$ cat config.mk
export PLATFORM = sky130hd
export DESIGN_NAME = risc_controller_flat
export DESIGN_NICKNAME = d
export VERILOG_FILES = /design/src/rtl/risc_controller_if.sv /design/src/rtl/risc_controller.sv /design/src/flat_wrapper.sv
export SDC_FILE = /design/constraint.sdc
export NUM_CORES = 1
export LEC_CHECK = 0
export ABC_AREA = 1
export CAP_MARGIN = 20
export CORE_AREA = 3 3 40 42
export CTS_CLUSTER_SIZE = 25
export DETAILED_ROUTE_END_ITERATION = 10
export DIE_AREA = 0 0 43 45
export GPL_TIMING_DRIVEN = 0
export HOLD_SLACK_MARGIN = 0.06
export SYNTH_ARGS = -nofsm -noshare
export SYNTH_HDL_FRONTEND = slang
export SYNTH_SLANG_ARGS = --single-unit
$ cat constraint.sdc
create_clock -name clk -period 1.5 [get_ports clk]
set_input_delay 0.45 -clock clk [delete_from_list [all_inputs] [get_ports clk]]
set_output_delay 0.45 -clock clk [all_outputs]
set_load 0.02 [all_outputs]
$ cat src/rtl/risc_controller_if.sv
`default_nettype none
// ============================================================================
// Module      : risc_controller_if
// Description : Bundles the CPU control bus between the phase sequencer and
//               the datapath blocks it steers (IR, ALU, PC, address mux,
//               memory, accumulator).
//               master : sequencer side. Samples opcode and zero. Drives the
//                        phase and all control strobes.
//               slave  : datapath side. Drives opcode and zero. Receives the
//                        phase and the strobes.
//               Signals:
//                 opcode  IR opcode field       zero    ALU accumulator-zero
//                 phase   current phase         sel     1 = PC address
//                 rd      memory read           ld_ir   load IR
//                 halt    CPU halted            inc_pc  increment PC
//                 ld_ac   load accumulator      ld_pc   load PC from IR addr
//                 wr      memory write          data_e  accumulator on bus
// Revision    : 1.0 - initial release
// ============================================================================
interface risc_controller_if #(
    parameter int OPCODE_W = 3,
    parameter int PHASE_W  = 3
);
    logic [OPCODE_W-1:0] opcode;
    logic                zero;
    logic [PHASE_W-1:0]  phase;
    logic                sel;
    logic                rd;
    logic                ld_ir;
    logic                halt;
    logic                inc_pc;
    logic                ld_ac;
    logic                ld_pc;
    logic                wr;
    logic                data_e;

    modport master (
        input  opcode, zero,
        output phase, sel, rd, ld_ir, halt, inc_pc, ld_ac, ld_pc, wr, data_e
    );

    modport slave (
        output opcode, zero,
        input  phase, sel, rd, ld_ir, halt, inc_pc, ld_ac, ld_pc, wr, data_e
    );
endinterface
`default_nettype wire

$ cat src/rtl/risc_controller.sv
`default_nettype none
// ============================================================================
// Module      : risc_controller
// Description : Eight-phase instruction sequencer and control decoder for the
//               RISC CPU. The phase counter runs 0..7 and wraps. Control
//               strobes are decoded combinationally from the phase, the
//               opcode and the zero flag. A HLT freezes the sequencer in
//               phase 4 until reset.
// Ports       : clk  - system clock, rising edge active
//               rst  - asynchronous, active-high reset
//               bus  - risc_controller_if.master (opcode/zero in, phase and
//                      control strobes out)
// Revision    : 1.0 - initial release
// ============================================================================
module risc_controller #(
    parameter int OPCODE_W = 3,
    parameter int PHASE_W  = 3
) (
    input  wire logic             clk,
    input  wire logic             rst,
    risc_controller_if.master     bus
);

    typedef enum logic [PHASE_W-1:0] {
        PH_INST_ADDR  = 3'd0,
        PH_INST_FETCH = 3'd1,
        PH_INST_LOAD  = 3'd2,
        PH_IDLE       = 3'd3,
        PH_OP_ADDR    = 3'd4,
        PH_OP_FETCH   = 3'd5,
        PH_ALU_OP     = 3'd6,
        PH_STORE      = 3'd7
    } phase_t;

    localparam logic [OPCODE_W-1:0] C_OP_HLT = 3'd0;
    localparam logic [OPCODE_W-1:0] C_OP_SKZ = 3'd1;
    localparam logic [OPCODE_W-1:0] C_OP_ADD = 3'd2;
    localparam logic [OPCODE_W-1:0] C_OP_AND = 3'd3;
    localparam logic [OPCODE_W-1:0] C_OP_XOR = 3'd4;
    localparam logic [OPCODE_W-1:0] C_OP_LDA = 3'd5;
    localparam logic [OPCODE_W-1:0] C_OP_STO = 3'd6;
    localparam logic [OPCODE_W-1:0] C_OP_JMP = 3'd7;

    phase_t r_phase;
    logic   r_halted;

    // Phase sequencer. On the edge that ends phase 4 of a HLT the halted flag
    // sets and the phase is held at 4, so the sequencer stays parked there
    // until reset.
    always_ff @(posedge clk or posedge rst) begin
        if (rst) begin
            r_phase  <= PH_INST_ADDR;
            r_halted <= 1'b0;
        end else if (!r_halted) begin
            if (r_phase == PH_OP_ADDR && bus.opcode == C_OP_HLT) begin
                r_halted <= 1'b1;
            end else begin
                r_phase <= phase_t'(r_phase + 1'b1);
            end
        end
    end

    logic w_aluop;
    logic w_is_sto;
    logic w_is_jmp;
    logic w_sel, w_rd, w_ld_ir, w_halt, w_inc_pc, w_ld_ac, w_ld_pc, w_wr, w_data_e;

    assign w_aluop  = (bus.opcode == C_OP_ADD) || (bus.opcode == C_OP_AND) ||
                      (bus.opcode == C_OP_XOR) || (bus.opcode == C_OP_LDA);
    assign w_is_sto = (bus.opcode == C_OP_STO);
    assign w_is_jmp = (bus.opcode == C_OP_JMP);

    // Control decode. The opcode is only consulted in phases 4-7, once the IR
    // has settled.
    always_comb begin
        w_sel    = 1'b0;
        w_rd     = 1'b0;
        w_ld_ir  = 1'b0;
        w_halt   = 1'b0;
        w_inc_pc = 1'b0;
        w_ld_ac  = 1'b0;
        w_ld_pc  = 1'b0;
        w_wr     = 1'b0;
        w_data_e = 1'b0;
        if (r_halted) begin
            // Parked: only halt is shown, so the PC stops after its one
            // increment in the first phase-4 cycle.
            w_halt = 1'b1;
        end else begin
            case (r_phase)
                PH_INST_ADDR: begin
                    w_sel = 1'b1;
                end
                PH_INST_FETCH: begin
                    w_sel = 1'b1;
                    w_rd  = 1'b1;
                end
                PH_INST_LOAD, PH_IDLE: begin
                    w_sel   = 1'b1;
                    w_rd    = 1'b1;
                    w_ld_ir = 1'b1;
                end
                PH_OP_ADDR: begin
                    w_inc_pc = 1'b1;
                    w_halt   = (bus.opcode == C_OP_HLT);
                end
                PH_OP_FETCH: begin
                    w_rd = w_aluop;
                end
                PH_ALU_OP: begin
                    w_rd     = w_aluop;
                    // Second increment skips the next instruction when zero.
                    w_inc_pc = (bus.opcode == C_OP_SKZ) && bus.zero;
                    w_ld_pc  = w_is_jmp;
                    w_data_e = w_is_sto;
                end
                PH_STORE: begin
                    w_rd     = w_aluop;
                    w_ld_ac  = w_aluop;
                    w_ld_pc  = w_is_jmp;
                    w_wr     = w_is_sto;
                    w_data_e = w_is_sto;
                end
                default: begin
                    w_sel = 1'b0;
                end
            endcase
        end
    end

    assign bus.phase  = r_phase;
    assign bus.sel    = w_sel;
    assign bus.rd     = w_rd;
    assign bus.ld_ir  = w_ld_ir;
    assign bus.halt   = w_halt;
    assign bus.inc_pc = w_inc_pc;
    assign bus.ld_ac  = w_ld_ac;
    assign bus.ld_pc  = w_ld_pc;
    assign bus.wr     = w_wr;
    assign bus.data_e = w_data_e;

endmodule
`default_nettype wire

$ cat src/flat_wrapper.sv
// flat-port wrapper written by rule: the top's interface ports become plain ports
module risc_controller_flat 
#(
    parameter int OPCODE_W = 3,
    parameter int PHASE_W  = 3
)
  (clk, rst, bus_opcode, bus_zero, bus_phase, bus_sel, bus_rd, bus_ld_ir, bus_halt, bus_inc_pc, bus_ld_ac, bus_ld_pc, bus_wr, bus_data_e);
  risc_controller_if #(.OPCODE_W(OPCODE_W), .PHASE_W(PHASE_W)) bus_i ();
  input  wire logic clk;
  input  wire logic rst;
  input wire logic [$bits(bus_i.opcode)-1:0] bus_opcode;
  input wire logic [$bits(bus_i.zero)-1:0] bus_zero;
  output wire logic [$bits(bus_i.phase)-1:0] bus_phase;
  output wire logic [$bits(bus_i.sel)-1:0] bus_sel;
  output wire logic [$bits(bus_i.rd)-1:0] bus_rd;
  output wire logic [$bits(bus_i.ld_ir)-1:0] bus_ld_ir;
  output wire logic [$bits(bus_i.halt)-1:0] bus_halt;
  output wire logic [$bits(bus_i.inc_pc)-1:0] bus_inc_pc;
  output wire logic [$bits(bus_i.ld_ac)-1:0] bus_ld_ac;
  output wire logic [$bits(bus_i.ld_pc)-1:0] bus_ld_pc;
  output wire logic [$bits(bus_i.wr)-1:0] bus_wr;
  output wire logic [$bits(bus_i.data_e)-1:0] bus_data_e;
  assign bus_i.opcode = bus_opcode;
  assign bus_i.zero = bus_zero;
  assign bus_phase = bus_i.phase;
  assign bus_sel = bus_i.sel;
  assign bus_rd = bus_i.rd;
  assign bus_ld_ir = bus_i.ld_ir;
  assign bus_halt = bus_i.halt;
  assign bus_inc_pc = bus_i.inc_pc;
  assign bus_ld_ac = bus_i.ld_ac;
  assign bus_ld_pc = bus_i.ld_pc;
  assign bus_wr = bus_i.wr;
  assign bus_data_e = bus_i.data_e;
  risc_controller #(.OPCODE_W(OPCODE_W), .PHASE_W(PHASE_W)) u_core (.clk(clk), .rst(rst), .bus(bus_i));
endmodule
==> impl_metrics.toml <==
[status]
status = "complete, but fails checks"
failed_checks = "negative setup slack"

[placed_design]
place_area_um2 = 720.7
dp_slack_ns = -1.162
port_buffers = 17
gp_congestion = 0.6808
dp_hpwl_um = 829.6

[critical_path]
critPathMaxStageDelay_ns = 0.45
crit_arrival_ns = 1.46
crit_chain = "ha_4, ha_4, inv_6, nand3_2, nand2_2, a21oi_4, buf_6"
rr_startpoint = "u_core.bus.phase[1]$_DFFE_PP0P_"
cp_slowest_cell = "dfrtp_2"
cp_num_buf_inv = 2
r2r-end = "u_core.bus.phase[0]$_DFFE_PP0P_"
cp.depth = 7
cp-end-kind = "output pin"
crit_path_start = "u_core.bus.phase[1]$_DFFE_PP0P_"
critPathMostFrequentCell = "ha_4"
required_ns = 1.05
cp_max_fo = 4
cp_top_family = "flip-flops"
start_kind = "register"
crit_type = "register to output pin"
crit_end = "bus_rd"
reg2reg_depth = 8
reg2reg_slack_ns = 0.28

[clock_tree]
clockBufferDepth = 2
holdBufCountCts = 0
cts_root_buffer = "clkbuf_4"
clk_pin_slew_ns = 0.04
cts_htree_levels = 1
clk-insertion-delay-late_ns = 0.24
cts_tree = "done"
numCtsBuffers = 3
cts_sinks = 4

[detailed_routing]
first_pass_iters = 2
wl_per_cell_um = 11.45
num_vias = 450
ant_nets = 0
first_iter_violations = 2
drt_wl_total_um = 1156
drc_errors = 0
vias_per_cell = 4.455

[sta]
final.setup_skew_ns = 0.002477
hold_viol = 0
fin_crit_ns = 1.905
max_freq_mhz = 524.9
slew_headroom = 0.8326
setup_violations = 9
fin_ws_ns = -0.4053
final_max_slew_viol_count = 0
worstMarginPinSlew_ns = 0.2511
fin_crit_sh = 1.270
rsz0062_at_grt = "yes"

[global_route]
grtUsageTotal = 0.1483
top_usage_layer = "met2"
globalRouteMet1Util = 0.1691
grt_use_met2 = 0.2665
gr-total-overflow = 0
antenna_found_initial = 0
first_global_vias = 486
grt_pass1_wl_um = 2145
use_met3 = 0.05179
grt_max_degree = 9

[synthesis]
synthesis.area_um2 = 406.6
syn-num-nets = 70
syn_area_per_cell_um2 = 7.011
seq_area_frac_synth = 0.2462
yosysWarnings = 0
syn_inst = 58
ys_ff_latch = 4
synth.distinct_cells = 13

[layout]
nNetsFinal = 99
syn2layout_area_growth_pct = 105.2
layout-drive-gt1-share = 0.6628
diodes = 0
stdcell_area_um2 = 834.6
fin_util = 0.6495

[power]
p_total_mw = 0.2940
peakVddDrop_uv = 458.6
pwr_density_cell_mw_per_mm2 = 352.2
p_leak_nw = 0.3737

[floorplanning]
initial_core_util = 0.3165
coreArea_mm2 = 0.001285
die_x_um = 43
io_pins = 18
die_h_um = 45
rows = 13
die-area_mm2 = 0.001935

[worst_hold_path]
hold_class = "input pin to async pin"

[run]
maxCapViolCount = 0
cell type report:
cell class,count,area [um2]
Clock buffer,4,26.28
Fill cell,120,450.4
Inverter,12,55.05
Multi-Input combinational cell,42,422.9
Sequential cell,4,105.1
Tap cell,15,18.77
Timing Repair Buffer,24,206.4
routing by layer:
metal,part of all wire,routed length (um),vias to the layer above
li1,-,-,235
met1,0.40,465,201
met2,0.53,612,14
met3,0.068,79,0
met4,0,0,0
met5,0,0,-
registers in the layout, summed over array words and instances (netlist names):
register,cells
u_core.bus.phase,3
u_core.r_halted,1
report_power, final:
part / leakage, nW / switching (mW) / total (mW) / internal [mW]
Sequential: 0.0453 / 0 / 0.108 / 0.108
Clock: 0.0150 / 0.0493 / 0.150 / 0.100
Combinational: 0.313 / 0.0216 / 0.0361 / 0.0145
Total: 0.374 / 0.0709 / 0.294 / 0.223
cells by family after synthesis:
family / after synthesis / share of synthesized area
AOI/OAI and AO/OA: 3 / 0.03691
DFF: 4 / 0.2462
buffers and inverters: 12 / 0.1108
and+or+nand+nor: 33 / 0.4215
adders and majority gates: 6 / 0.1846
stage by stage:
step           hold WS (ns)  TNS [ns]  std cells
2_1_floorplan        0.2159   -0.7245         58
3_3_place_gp         0.5652    -8.522         90
3_5_place_dp         0.5808    -8.546         90
4_1_cts              0.3954    -3.103        101
5_1_grt              0.4060    -3.505        101
6_report             0.4003    -2.884        101
layout by cell type (no fill, tap or decap), types with 4 or more instances in the layout:
cell,count
buf_6,7
buf_4,8
nor2_4,4
nand2_2,6
inv_2,5
ha_4,4
nand2_1,7
inv_1,4
dfrtp_2,4
nor2_1,5
synth_stat cells:
library cell,number,area (um2)
nand3b_1,2,15.01
nor2_1,8,30.03
dfrtp_1,4,100.1
ha_1,6,75.07
nand3_4,1,17.52
nor4_1,2,12.51
inv_2,2,7.510
inv_1,10,37.54
nand3_1,5,25.02
nand2_1,13,48.80
a21oi_1,3,15.01
nor2_4,1,11.26
nand2_4,1,11.26
worst min path at each step:
stage	depth (start not counted)	startpoint	endpoint
floorplan	1	rst	u_core.r_halted$_DFF_PP0_
global placement	2	u_core.bus.phase[0]$_DFFE_PP0P_	u_core.bus.phase[0]$_DFFE_PP0P_
finish	2	rst	u_core.bus.phase[0]$_DFFE_PP0P_
global route	2	rst	u_core.bus.phase[2]$_DFFE_PP0P_
CTS	2	rst	u_core.bus.phase[0]$_DFFE_PP0P_
detailed placement	2	u_core.bus.phase[0]$_DFFE_PP0P_	u_core.bus.phase[0]$_DFFE_PP0P_
what timing repair did:
| item | CTS | global route |
|---|---|---|
| resized for setup | 77 | 6 |
| buffers inserted | 7 | 0 |
| pin swaps | 8 | 2 |
| gates cloned | 0 | 0 |
| setup endpoints to repair | 12 | 10 |
(Power assumes the default switching activity.)
